--- src/rtl/mfu_mac_pe_if.sv ---
// Handshake and payload bundle for the precision-scalable MAC PE.
interface mfu_mac_pe_if #(
    parameter int unsigned ACC_W = 32,
    parameter int unsigned CNT_W = 16
);
    logic             in_valid;
    logic             in_ready;
    logic [7:0]       a;
    logic [7:0]       b;
    logic [1:0]       mode;
    logic             last;
    logic             out_valid;
    logic             out_ready;
    logic [ACC_W-1:0] acc_out;
    logic [CNT_W-1:0] out_cnt;
    logic             out_ovf;
    logic             out_err;

    // Producer of beats / consumer of results
    modport master (
        output in_valid, a, b, mode, last, out_ready,
        input  in_ready, out_valid, acc_out, out_cnt, out_ovf, out_err
    );

    // The PE itself
    modport slave (
        input  in_valid, a, b, mode, last, out_ready,
        output in_ready, out_valid, acc_out, out_cnt, out_ovf, out_err
    );
endinterface

--- src/rtl/mfu_mac_pe.sv ---
// Pipelined precision-scalable multiply-accumulate PE: one 8x8, two 4x4 or four
// 2x2 signed products per beat, accumulated per group and emitted on 'last'.
module mfu_mac_pe #(
    parameter int unsigned ACC_W = 32,
    parameter bit          SAT   = 1'b1,
    parameter int unsigned CNT_W = 16
) (
    input  logic        clk,
    input  logic        nrst,
    mfu_mac_pe_if.slave io
);
    localparam int unsigned OP_W   = 8;
    localparam int unsigned PROD_W = 16;
    localparam int unsigned SUM_W  = ACC_W + 1;

    localparam logic [1:0] MODE_8X8  = 2'b00;
    localparam logic [1:0] MODE_4X4  = 2'b01;
    localparam logic [1:0] MODE_2X2  = 2'b10;
    localparam logic [1:0] MODE_NOOP = 2'b11;

    localparam logic [ACC_W-1:0] ACC_MAX = {1'b0, {(ACC_W-1){1'b1}}};
    localparam logic [ACC_W-1:0] ACC_MIN = {1'b1, {(ACC_W-1){1'b0}}};

    logic stall;

    // S1 operand registers
    logic            s1_valid;
    logic [OP_W-1:0] s1_a;
    logic [OP_W-1:0] s1_b;
    logic [1:0]      s1_mode;
    logic            s1_last;

    // S2 product registers
    logic signed [PROD_W-1:0] prod_c;
    logic                     s2_valid;
    logic signed [PROD_W-1:0] s2_prod;
    logic [1:0]               s2_mode;
    logic                     s2_last;

    // S3 group state
    logic signed [ACC_W-1:0] acc;
    logic [CNT_W-1:0]        cnt;
    logic                    grp_ovf;
    logic                    grp_err;
    logic                    grp_set;
    logic [1:0]              grp_mode;

    logic                     beat_err_c;
    logic                     beat_ovf_c;
    logic signed [PROD_W-1:0] prod_use_c;
    logic signed [SUM_W-1:0]  sum_c;
    logic signed [ACC_W-1:0]  acc_nxt_c;
    logic [CNT_W-1:0]         cnt_nxt_c;

    // Result registers
    logic             res_valid;
    logic [ACC_W-1:0] res_acc;
    logic [CNT_W-1:0] res_cnt;
    logic             res_ovf;
    logic             res_err;

    // A held result freezes the whole pipeline
    assign stall       = res_valid && !io.out_ready;
    assign io.in_ready = !stall;

    assign io.out_valid = res_valid;
    assign io.acc_out   = res_acc;
    assign io.out_cnt   = res_cnt;
    assign io.out_ovf   = res_ovf;
    assign io.out_err   = res_err;

    // S1: capture the incoming beat
    always_ff @(posedge clk or negedge nrst) begin
        if (!nrst) begin
            s1_valid <= 1'b0;
            s1_a     <= '0;
            s1_b     <= '0;
            s1_mode  <= MODE_NOOP;
            s1_last  <= 1'b0;
        end else if (!stall) begin
            s1_valid <= io.in_valid;
            s1_a     <= io.a;
            s1_b     <= io.b;
            s1_mode  <= io.mode;
            s1_last  <= io.last;
        end
    end

    // Lane products summed per mode, all lanes signed
    always_comb begin
        prod_c = '0;
        case (s1_mode)
            MODE_8X8: prod_c = PROD_W'($signed(s1_a)) * PROD_W'($signed(s1_b));
            MODE_4X4: prod_c = PROD_W'($signed(s1_a[7:4])) * PROD_W'($signed(s1_b[7:4]))
                             + PROD_W'($signed(s1_a[3:0])) * PROD_W'($signed(s1_b[3:0]));
            MODE_2X2: begin
                for (int k = 0; k < 4; k++) begin
                    prod_c = prod_c + PROD_W'($signed(s1_a[2*k +: 2])) * PROD_W'($signed(s1_b[2*k +: 2]));
                end
            end
            default: prod_c = '0;
        endcase
    end

    // S2: register the product
    always_ff @(posedge clk or negedge nrst) begin
        if (!nrst) begin
            s2_valid <= 1'b0;
            s2_prod  <= '0;
            s2_mode  <= MODE_NOOP;
            s2_last  <= 1'b0;
        end else if (!stall) begin
            s2_valid <= s1_valid;
            s2_prod  <= prod_c;
            s2_mode  <= s1_mode;
            s2_last  <= s1_last;
        end
    end

    // Mode check, saturating/wrapping add and saturating beat count
    always_comb begin
        beat_err_c = (s2_mode != MODE_NOOP) && grp_set && (s2_mode != grp_mode);
        prod_use_c = beat_err_c ? '0 : s2_prod;
        sum_c      = SUM_W'(acc) + SUM_W'(prod_use_c);
        beat_ovf_c = sum_c[ACC_W] != sum_c[ACC_W-1];
        acc_nxt_c  = sum_c[ACC_W-1:0];
        if (beat_ovf_c && SAT) begin
            acc_nxt_c = sum_c[ACC_W] ? ACC_MIN : ACC_MAX;
        end
        cnt_nxt_c = (&cnt) ? cnt : cnt + CNT_W'(1);
    end

    // S3: accumulate and close the group on 'last'
    always_ff @(posedge clk or negedge nrst) begin
        if (!nrst) begin
            acc       <= '0;
            cnt       <= '0;
            grp_ovf   <= 1'b0;
            grp_err   <= 1'b0;
            grp_set   <= 1'b0;
            grp_mode  <= MODE_8X8;
            res_valid <= 1'b0;
            res_acc   <= '0;
            res_cnt   <= '0;
            res_ovf   <= 1'b0;
            res_err   <= 1'b0;
        end else if (!stall) begin
            res_valid <= s2_valid && s2_last;
            if (s2_valid) begin
                if (s2_last) begin
                    res_acc  <= acc_nxt_c;
                    res_cnt  <= cnt_nxt_c;
                    res_ovf  <= grp_ovf | beat_ovf_c;
                    res_err  <= grp_err | beat_err_c;
                    acc      <= '0;
                    cnt      <= '0;
                    grp_ovf  <= 1'b0;
                    grp_err  <= 1'b0;
                    grp_set  <= 1'b0;
                    grp_mode <= MODE_8X8;
                end else begin
                    acc     <= acc_nxt_c;
                    cnt     <= cnt_nxt_c;
                    grp_ovf <= grp_ovf | beat_ovf_c;
                    grp_err <= grp_err | beat_err_c;
                    if (!grp_set && (s2_mode != MODE_NOOP)) begin
                        grp_set  <= 1'b1;
                        grp_mode <= s2_mode;
                    end
                end
            end
        end
    end
endmodule

--- src/flat_wrapper.sv ---
// flat-port wrapper written by rule: the top's interface ports become plain ports
module mfu_mac_pe_flat 
#(
    parameter int unsigned ACC_W = 32,
    parameter bit          SAT   = 1'b1,
    parameter int unsigned CNT_W = 16
)
  (clk, nrst, io_in_valid, io_a, io_b, io_mode, io_last, io_out_ready, io_in_ready, io_out_valid, io_acc_out, io_out_cnt, io_out_ovf, io_out_err);
  mfu_mac_pe_if #(.ACC_W(ACC_W), .CNT_W(CNT_W)) io_i ();
  input  logic clk;
  input  logic nrst;
  input wire logic [$bits(io_i.in_valid)-1:0] io_in_valid;
  input wire logic [$bits(io_i.a)-1:0] io_a;
  input wire logic [$bits(io_i.b)-1:0] io_b;
  input wire logic [$bits(io_i.mode)-1:0] io_mode;
  input wire logic [$bits(io_i.last)-1:0] io_last;
  input wire logic [$bits(io_i.out_ready)-1:0] io_out_ready;
  output wire logic [$bits(io_i.in_ready)-1:0] io_in_ready;
  output wire logic [$bits(io_i.out_valid)-1:0] io_out_valid;
  output wire logic [$bits(io_i.acc_out)-1:0] io_acc_out;
  output wire logic [$bits(io_i.out_cnt)-1:0] io_out_cnt;
  output wire logic [$bits(io_i.out_ovf)-1:0] io_out_ovf;
  output wire logic [$bits(io_i.out_err)-1:0] io_out_err;
  assign io_i.in_valid = io_in_valid;
  assign io_i.a = io_a;
  assign io_i.b = io_b;
  assign io_i.mode = io_mode;
  assign io_i.last = io_last;
  assign io_i.out_ready = io_out_ready;
  assign io_in_ready = io_i.in_ready;
  assign io_out_valid = io_i.out_valid;
  assign io_acc_out = io_i.acc_out;
  assign io_out_cnt = io_i.out_cnt;
  assign io_out_ovf = io_i.out_ovf;
  assign io_out_err = io_i.out_err;
  mfu_mac_pe #(.ACC_W(ACC_W), .SAT(SAT), .CNT_W(CNT_W)) u_core (.clk(clk), .nrst(nrst), .io(io_i));
endmodule
--- config.mk ---
export PLATFORM = sky130hd
export DESIGN_NAME = mfu_mac_pe_flat
export DESIGN_NICKNAME = d
export VERILOG_FILES = /design/src/rtl/mfu_mac_pe_if.sv /design/src/rtl/mfu_mac_pe.sv /design/src/flat_wrapper.sv
export SDC_FILE = /design/constraint.sdc
export NUM_CORES = 1
export LEC_CHECK = 0
export CELL_PAD_IN_SITES_DETAIL_PLACEMENT = 0
export CELL_PAD_IN_SITES_GLOBAL_PLACEMENT = 1
export CORE_MARGIN = 10
export CORE_UTILIZATION = 51
export DETAILED_ROUTE_END_ITERATION = 12
export GPL_ROUTABILITY_DRIVEN = 1
export GPL_TIMING_DRIVEN = 0
export MAX_ROUTING_LAYER = met4
export PLACE_DENSITY = 0.91
export RECOVER_POWER = 50
export SLEW_MARGIN = 20
export SYNTH_ARGS = -nofsm -noshare
export SYNTH_HDL_FRONTEND = slang
export SYNTH_SLANG_ARGS = --single-unit
--- constraint.sdc ---
create_clock -name clk -period 7.2 [get_ports clk]
set_input_delay 0.72 -clock clk [delete_from_list [all_inputs] [get_ports clk]]
set_output_delay 0.72 -clock clk [all_outputs]
set_load 0.01 [all_outputs]
Word level (Yosys, flattened, before mapping) --
Cells that the tools add are included.
Cells by class: reduce and logical (&&, ||, !) cells 14, multipliers 7, add/sub/neg operators 6, bitwise logic cells 3, equal/unequal tests 5, multiplexer cells 13
Operators by type and width (number):
- 32-bit two-way mux | 3
- 16-bit adder | 4
- 16-bit two-way mux | 3
- 16-bit case mux with 3 select lines | 1
- 32-bit by 16-bit adder with 33-bit output | 1
- 16-bit by 1-bit adder with 16-bit output (second input constant) | 1
- 2-bit by 2-bit multiplier with 4-bit output | 4
- 4-bit by 4-bit multiplier with 8-bit output | 2
- 8-bit by 8-bit multiplier with 16-bit output | 1
- 16-bit AND reduction | 1
- 3-bit AND reduction | 2
- 1-bit logical AND | 5
- 1-bit two-way mux | 4
- 2-bit two-way mux | 2
- 1-bit zero test | 3
- 2-bit by 1-bit == test with 1-bit output (second input constant) | 1
- 2-bit == test (second input constant) | 1
- 2-bit zero test | 1
- 2-bit != test | 1
- 2-bit != test (second input constant) | 1
- 1-bit bitwise OR | 2
- 2-bit AND reduction | 1
- 2-bit nonzero test | 1
- 1-bit != test | 1
- 1-bit NOT | 1
Word-level totals: input port bits 23, register bits after elaboration 144, output and inout bits 52

Longest topological paths before layout --
Gate-level depths: netlist of the first run.
depth in word-level cells 8, mapped depth 21, depth with buffers taken out 20

Worst setup path after synthesis of the first run --
Ideal clock, no wire load.
path kind reg2reg, start point register u_core.s1_b[3], end point register u_core.s2_prod[12], data required time 7.054 ns, arrival 4.478 ns, stages on the path, launching flop included 19, library setup time 0.146 ns, slack 2.576 ns, cell sequence dfrtp_1 -> clkbuf_1 -> nand2b_1 -> fa_1 -> fa_1 -> inv_1 -> fa_1 -> ha_1 -> fa_1 -> a21o_1 -> a21oi_1 -> xor2_1 -> ha_1 -> nand2b_1 -> o41ai_1 -> a21oi_1 -> o21ai_0 -> o21ai_0 -> a31oi_1
Between the ends: longest elaborated chain between the ends 5, elaborated cells on any way between the ends 8, classes of those cells add/sub: 4; mul: 3; mux: 1
RTL lines:
- from (decl) | RTL line mfu_mac_pe.sv:29 | logic [OP_W-1:0] s1_b;
- from (signal assigned) | RTL line mfu_mac_pe.sv:83 | s1_b <= io.b;
- 2-bit by 2-bit multiplier with 4-bit output | RTL line mfu_mac_pe.sv:98 | prod_c = prod_c + PROD_W'($signed(s1_a[2*k +: 2])) * PROD_W'($signed(s1_b[2*k +: 2]));
- 16-bit adder (3 in a row) | RTL line mfu_mac_pe.sv:98
- 16-bit case mux with 3 select lines * | RTL line mfu_mac_pe.sv:92 | case (s1_mode)
- to (signal assigned) | RTL line mfu_mac_pe.sv:114 | s2_prod <= prod_c;
- to (decl) | RTL line mfu_mac_pe.sv:36 | logic signed [PROD_W-1:0] s2_prod;
Mark *: on every way between the ends. The rest lies on a longest branch, timed or not. A chain may end at the register's enable or synchronous reset.

Worst setup path after layout of the first run --
start point register u_core.s1_b[3], end point register u_core.s2_prod[8]
Same word-level chain as after synthesis.

==> results.md, run 1 <==
- The global routing met2 resource utilization is 0.4008.
- The die covers between 30000 and 40000 sq um.
- In the global route stage, met3 resource usage came out at 0.03456.
- Leaving out fill and tap cells, the most frequent cell in the layout is nand2_1.
- The placed instances occupy a cell area of between 10000 and 15000 sq um.
- The post-route cell area is between 10000 and 15000 sq um.
- Data on the critical path is required at its endpoint by 7.47 ns.
- The die height is ~180 um.
- The tool flagged a number of max-cap violations equal to 1.
- The final routed wire length divided by cell count is around 19 um.
- After synthesis, the share of cell area in mux cells is 0.009158.
- The initial standard-cell utilization of the core is 0.5168.
- The remaining antenna violation count is 0.
- The final setup skew is between 0.02 and 0.025 ns.
- Counting flops with an async set or reset pin after synthesis yields a share of 1.000.
- The number of instances in the synthesized netlist is between 1000 and 1500.
- The routed wire length is 34500 um.
- In the layout the commonest cells are nand2_1, inv_1, dfrtp_1.
- The clock tree from TritonCTS is yes.
- Counting the buffers created by CTS gives 17.
- The clock passes through at most 2 buffers.
- met2 is the most crowded layer.
- The compound-cell area share of the yosys netlist is 0.1852.
- 75 I/O pins were placed.
- After synthesis, the largest family of logic cells by area is adder cells.
- The adder-cell share of the synthesized area is 0.2453.
- The overall routing resource usage is 0.2353.
- The remaining global-route overflow is 0.
- The shortest period the worst path allows is between 5 and 6 ns.
- For this design, the sink count on the clock tree is 144.
- Setup repair after global routing left no endpoint under its margin.
- The clock latency on the worst-skew pair is between 0.4 and 0.5 ns.
- The synthesis warning total is 0.
- The summed instance area of the synthesized netlist is between 10000 and 15000 sq um.
- In the final layout, the share of cells above drive strength 1 is 0.05428.
- The initial antenna violation count is 0.
- The violation count after the first detailed-routing iteration is ~760.
- The final-stage net count is roughly 1700.
- Of the total synthesized cell area, the portion taken by AND, OR, NAND and NOR gates is 0.1554.
- After synthesis, the mean cell area works out to ~8.8 sq um.
- The top achievable clock speed is ~180 MHz.
- The net count after synthesis is between 1500 and 2000.
- The final reports fail on capacitance limit, slew limit.
- Of the total synthesized cell area, the portion taken by XOR and XNOR cells is 0.04738.
- In the global route stage, met1 resource usage came out at 0.2806.
- The hold violation total from the final report was 0.
- The width of the chip is approximately 180 um.
- The clock transition at the register clock pins on the worst setup and hold paths after CTS is 0.08 ns.
- In this run the number of H-tree levels came out at 4.
- The count of buffers from port buffering is 74.
- The number of gates resized after CTS is 0.
- The count of final setup violators is 0.
- The first global-routing pass estimated 56930 um of wire.
- The area growth from synthesis to layout is 14.03%.
- The total number of placement rows is 57.
- The class of the tightest hold or removal check is reg -> reg.
- The number of antenna diodes in the final layout is 0.
- In this run the tightest slew margin relative to its limit is -2.347.
- In this run the worst path has a maximum fanout of 10.
- Of the synthesized area, sequential elements account for 0.2871.
- The region available for standard cell placement spans approximately 24000 sq um.
- The flop and latch count out of synthesis is between 100 and 150.
- The maximum number of pins on one net before global-route repair is a little over 90.
- The final HPWL from detailed placement is approximately 27000 um.
- The per-cell via count in the routed design is approximately 5.6.
- Detailed routing inserted a total of about 10000 vias.
- The library cell used as clock root buffer is clkbuf_16.
- The sort of element at the start of the critical path is a flip-flop.
- For this design, the CTS-stage hold fixing added 0 buffers.
- For the pin with the worst max-slew slack, the measured transition is around 5 ns.
- Once the clock tree was built, the setup fixing pass inserted 0 buffers.
- The type of element capturing the critical path is a flip-flop.
- The DRC violation count after routing is 0.
- For this run, the detailed router's first-pass iteration total came to 5.
- The congestion estimate from routability-driven global placement came to between 0.9 and 1.
- The data arrival time of the worst path is just under 6 ns.
- The max-slew violation total from the final report was 91.
- The number of distinct standard cells referenced by the synthesized netlist is 75.
- The predominant post-synthesis flop cell is dfrtp_1.
- The flow ran to the end, but the final reports show violations.
- The number of global-route vias before repair was around 11000.
- The number of synthesized flops with an enable pin is 0.
- The critical path in this run is classified as reg -> reg.
- The final period utilization is 0.7628.
-- cells by family after synthesis --
kind of cell    after synthesis
simple gates                421
compound gates              363
buf+inv                     222
fa+ha+maj                   193
flops                       144
xor+xnor                     68
mux                          11
-- path summary, 6_finish.rpt --
| path | from | endpoint | slack (ns) | depth (start not counted) |
|---|---|---|---|---|
| min reg2reg | u_core.s1_last | u_core.s2_last | 0.46 | 2 |
| min | u_core.s1_last | u_core.s2_last | 0.46 | 2 |
| max in group asynchronous | nrst | u_core.acc[18] | 2.30 | 1 |
| max reg2reg | u_core.s1_b[3] | u_core.s2_prod[8] | 1.71 | 18 |
| min in group asynchronous | nrst | u_core.io.out_cnt[7] | 2.11 | 1 |
| max | u_core.s1_b[3] | u_core.s2_prod[8] | 1.71 | 18 |
-- worst max-delay path: stages, from the launching register on --
cell and delay, ns:
dfrtp_1 0.48, clkbuf_1 0.44, nand2b_1 0.15, fa_1 0.52, fa_1 0.51, inv_1 0.05
fa_1 0.45, ha_1 0.24, fa_1 0.40, a21o_1 0.19, a21oi_1 0.17, xor2_1 0.35
ha_1 0.31, nand2b_1 0.12, o41ai_1 0.10, a21oi_1 0.33, o21ai_0 0.24, o21ai_0 0.20
a31oi_1 0.10
-- registers in the layout (all words and copies together), names as in the netlist, 8 cells and up --
register / flops
u_core.s1_a: 8
u_core.acc: 32
u_core.io.acc_out: 32
u_core.cnt: 16
u_core.s2_prod: 16
u_core.io.out_cnt: 16
u_core.s1_b: 8
-- area by class of cell --
class	count	area [sq um]
multi-input cells	1056	8075
well taps	324	405.4
flip-flops and latches	144	3608
repair buffers	75	762.0
fillers	2208	9987
clock inverters	15	170.2
inverters	155	581.8
clock buffers	17	425.4
plain buffers	67	304.0
-- routing by layer --
metal	vias to the layer above	share of wire
met3	55	0.048
met2	262	0.50
met5	-	0
met4	0	0.029
li1	4988	-
met1	5018	0.43
-- stage by stage --
stage | setup WS, ns | util | instances | setup TNS [ns] | hold WS [ns]
after floorplan | 2.576 | - | 1422 | 0 | 0.4244
after global placement | -0.4221 | 0.5640 | 1820 | -57.58 | 0.4546
after detailed placement | 1.713 | 0.5653 | 1821 | 0 | 0.4581
after CTS | 1.687 | 0.5898 | 1853 | 0 | 0.3356
after global routing | 1.242 | 0.5893 | 1853 | 0 | 0.4910
final | 1.707 | 0.5893 | 1853 | 0 | 0.4629
-- cell usage after synthesis (all sizes together) (5+ instances only) --
cell,count,area (sq um)
buf,16,112.6
nor2b,8,50.05
a211oi,7,62.56
inv,155,581.8
and3,12,75.07
o21bai,8,60.06
a21oi,99,540.5
and2,57,356.6
nand2,206,773.2
dfrtp,140,3503
o21a,13,97.59
a22o,18,157.7
o31ai,8,60.06
clkbuf,51,191.4
a31oi,16,106.4
a22oi,5,42.54
mux2i,7,70.07
xnor2,47,411.6
nand4,8,50.05
xor2,21,183.9
a21o,24,181.4
o211ai,6,45.04
nand3,13,65.06
nor3,18,90.09
nand2b,14,87.58
o21ai,116,584.3
o22ai,5,31.28
fa,89,1782
nor2,64,242.7
or3,6,37.54
ha,104,1301
a21boi,6,45.04
Power of run 1 is left out: the tool's default activity adds up to more than one toggle a clock period on the data nets, which glitch-free logic cannot reach.
==> run 2, diff against run 1 <==
- CORE_UTILIZATION: 51 -> 43
- PLACE_DENSITY: 0.91 -> 0.82
- clock period: 7.2 -> 4.8 ns (I/O delays scaled with it)
==> run 2 against run 1 <==
Compared with the run above: the run still ends with capacitance limit, slew limit left; global-route usage down 3.4 points; cell area up 5.0%; sequential share of layout area down 1.1 points; non-clock buffer count up 22; clock skew down 0.0050 ns; setup slack worse by 1.6 ns; die area up 16%; register-to-register slack worse by 1.6 ns; hold slack better by 0.0043 ns; critical path type unchanged.
==> results.md, run 2 (synthesis gave the netlist of run 1 again) <==
- The run finished, with violations left.
- The checks that failed: capacitance limit, slew limit.
- The total number of placement rows was 62 (+8.8%).
- The final setup skew is 0.01693 ns (-0.005029 ns).
- The core area is 28780 sq um (+18%).
- The cell occurring most often along the worst timing path is fa_1.
- The initial antenna violation count came to 0 (unchanged).
- The peak fanout along the critical path is 7 (-3).
- The detailed-router iteration count before antenna repair is 5 (unchanged).
- The clock transition at the register clock pins on the worst setup and hold paths after CTS is 0.07 ns (about the same).
- The final HPWL from detailed placement is 27370 um (+1.2%).
- The number of buffers inserted during clock tree synthesis came to 17 (unchanged).
- The global routing met2 resource utilization came to 0.3401 (-0.06073).
- The biggest cell delay along the critical path came to 0.56 ns (+0.04 ns).
- The remaining global-route overflow was 0 (unchanged).
- The clock latency on the worst-skew pair is 0.43 ns (about the same).
- The final routed wire length divided by cell count came to 18.32 um (-1.6%).
- The layout-stage area growth over the synthesis result is 19.71%.
- The data arrival time of the worst path was 5.05 ns (-0.72 ns).
- The count of boundary I/O pins was 75 (unchanged).
- The clock net sink count is 144 (unchanged).
- The wire length of the first global-routing pass is 56660 um (-0.47%).
- The count of final setup violators came to 0 (unchanged).
- The worst hold margin came to 0.4672 ns (+0.004270 ns).
- The global-route layer with the greatest usage is met2.
- The setup slack after placement is -0.5634 ns (-2.276 ns).
- The width of the chip was 191.0 um (+7.9%).
- The max-slew violation total from the final report is 75 (-18%).
- The DRC violation count after routing came to 0 (unchanged).
- The count of buffers from port buffering is 74 (unchanged).
- The number of global-route vias before repair is 10513 (-2.4%).
- The kind of cell with the highest combined delay along the critical path is adder cells.
- The final worst setup slack was 0.1072 ns (-1.600 ns).
- The required time at the endpoint of the critical path is 5.16 ns (-2.31 ns).
- In the layout the commonest cells are nand2_1, inv_1, dfrtp_1.
- The remaining antenna violation count came to 0 (unchanged).
- The max-capacitance violation count is 1 (unchanged).
- The worst setup path is launched from a flip-flop.
- The normalized max-slew margin came to -1.719 (+0.6283).
- The H-tree depth is 4 (unchanged).
- Leaving out fill and tap cells, the most frequent cell in the layout is nand2_1.
- The class of the tightest hold or removal check is reg -> reg.
- The initial standard-cell utilization of the core is 0.4367 (-0.08010).
- The die height is 191.0 um (+7.9%).
- The clock tree from TritonCTS is yes.
- The via count is 10408 (+0.82%).
- The global-route track usage on met3 is 0.01859 (-0.01598).
- The hold violation total from the final report is 0 (unchanged).
- The critical path start-end classification is reg -> reg.
- Walking the worst path, the cells encountered are buf_4, and2_1, fa_1, inv_2, fa_1, inv_2, fa_1, fa_1, ha_4, a21oi_4, o21bai_1, a2111o_1, a31oi_4, o2111ai_2, o31ai_1, o22a_1.
- The slew at the pin with the worst max-slew slack is 4.078 ns (-0.9425 ns).
- The worst path buffer plus inverter count was 3 (+1).
- The final-stage net count came to 1754 (+1.3%).
- The routability congestion estimate from global placement is 0.9338 (+1.0%).
- The routed wire length came to 35460 um (+2.8%).
- The worst setup path is captured at a flip-flop.
- The slowest stage of the critical path belongs to the cell fa_1.
- Setup repair after global routing could not meet its margin everywhere.
- The violation count after the first detailed-routing iteration came to 626 (-17%).
- The overall routing resource usage came to 0.2008 (-0.03444).
- The fraction of final layout cells with drive strength greater than 1 is 0.1270 (+0.07273).
- The final period utilization came to 0.9777 (+0.2148).
- The floorplan die area came to 36470 sq um (+16%).
- The top achievable clock speed came to 213.1 MHz (+17%).
- The number of buffers on the longest clock path was 2 (unchanged).
- The shortest period the worst path allows is 4.693 ns (-0.7997 ns).
- The library cell used as clock root buffer is clkbuf_16.
- The maximum number of pins on one net before global-route repair is 76 (-16%).
- The post-cts hold buffer count is 0 (unchanged).
- The diode insertion count for antenna repair came to 0 (unchanged).
- The per-cell via count in the routed design is 5.379 (-3.4%).
- The met1 track utilization from global routing came to 0.2471 (-0.03353).
## run 2: cell count changes in the layout (fill, tap and decap cells not counted), sizes merged, moves of 3 or more
cell	before	now
clkbuf	69	61
clkinvlp	1	4
clkinv	6	1
buf	17	49
## run 2: final cells by class
class                           count  area [sq um]
Sequential cell                   144          3627
Clock inverter                     13         167.7
Clock buffer                       19         452.9
Fill cell                        2685         13730
Multi-Input combinational cell   1056          8397
Inverter                          155         593.1
Timing Repair Buffer              108          1045
Buffer                             56         284.0
Tap cell                          384         480.5
## run 2: what timing repair did
action / 4_1_cts / 5_1_grt
setup buffers: 9 / 24
resized for setup: 36 / 74
hold endpoints to repair: 0 / 0
endpoints found under the setup margin: 24 / 57
pin swaps: 4 / 41
## run 2: final timing paths
kind	startpoint	endpoint	slack (ns)	cells after the start
max in group asynchronous	nrst	u_core.acc[14]	1.02	1
min in group asynchronous	nrst	u_core.io.out_cnt[3]	1.47	1
worst min-delay path	u_core.s1_valid	u_core.s1_valid	0.47	2
worst max register to register	u_core.s1_b[0]	u_core.s2_prod[14]	0.11	16
worst max-delay path	u_core.s1_b[0]	u_core.s2_prod[14]	0.11	16
worst min register to register	u_core.s1_valid	u_core.s1_valid	0.47	2
## run 2: through the flow
stage	instances	setup TNS (ns)	cell area [sq um]	utilization
2_1_floorplan	1422	0	12570	-
3_3_place_gp	1880	-391.22	13790	0.4792
3_5_place_dp	1881	-4.545	13820	0.4803
4_1_cts	1911	-0.004504	14570	0.5062
5_1_grt	1935	-0.1538	15050	0.5228
6_report	1935	0	15050	0.5228
## run 2: worst register-to-register path: stages, from the launching register on
cell and delay (ns):
dfrtp_2 0.49, buf_4 0.17, and2_1 0.16, fa_1 0.53
inv_2 0.05, fa_1 0.51, inv_2 0.04, fa_1 0.56
fa_1 0.46, ha_4 0.25, a21oi_4 0.16, o21bai_1 0.12
a2111o_1 0.53, a31oi_4 0.26, o2111ai_2 0.12, o31ai_1 0.09
o22a_1 0.15
## run 2: metal layers
layer	vias up	wire (um)
met5	-	0
met4	0	1037
met3	52	1339
met2	225	17510
met1	5091	15570
li1	5040	-
Power of run 2 is left out for the same reason.
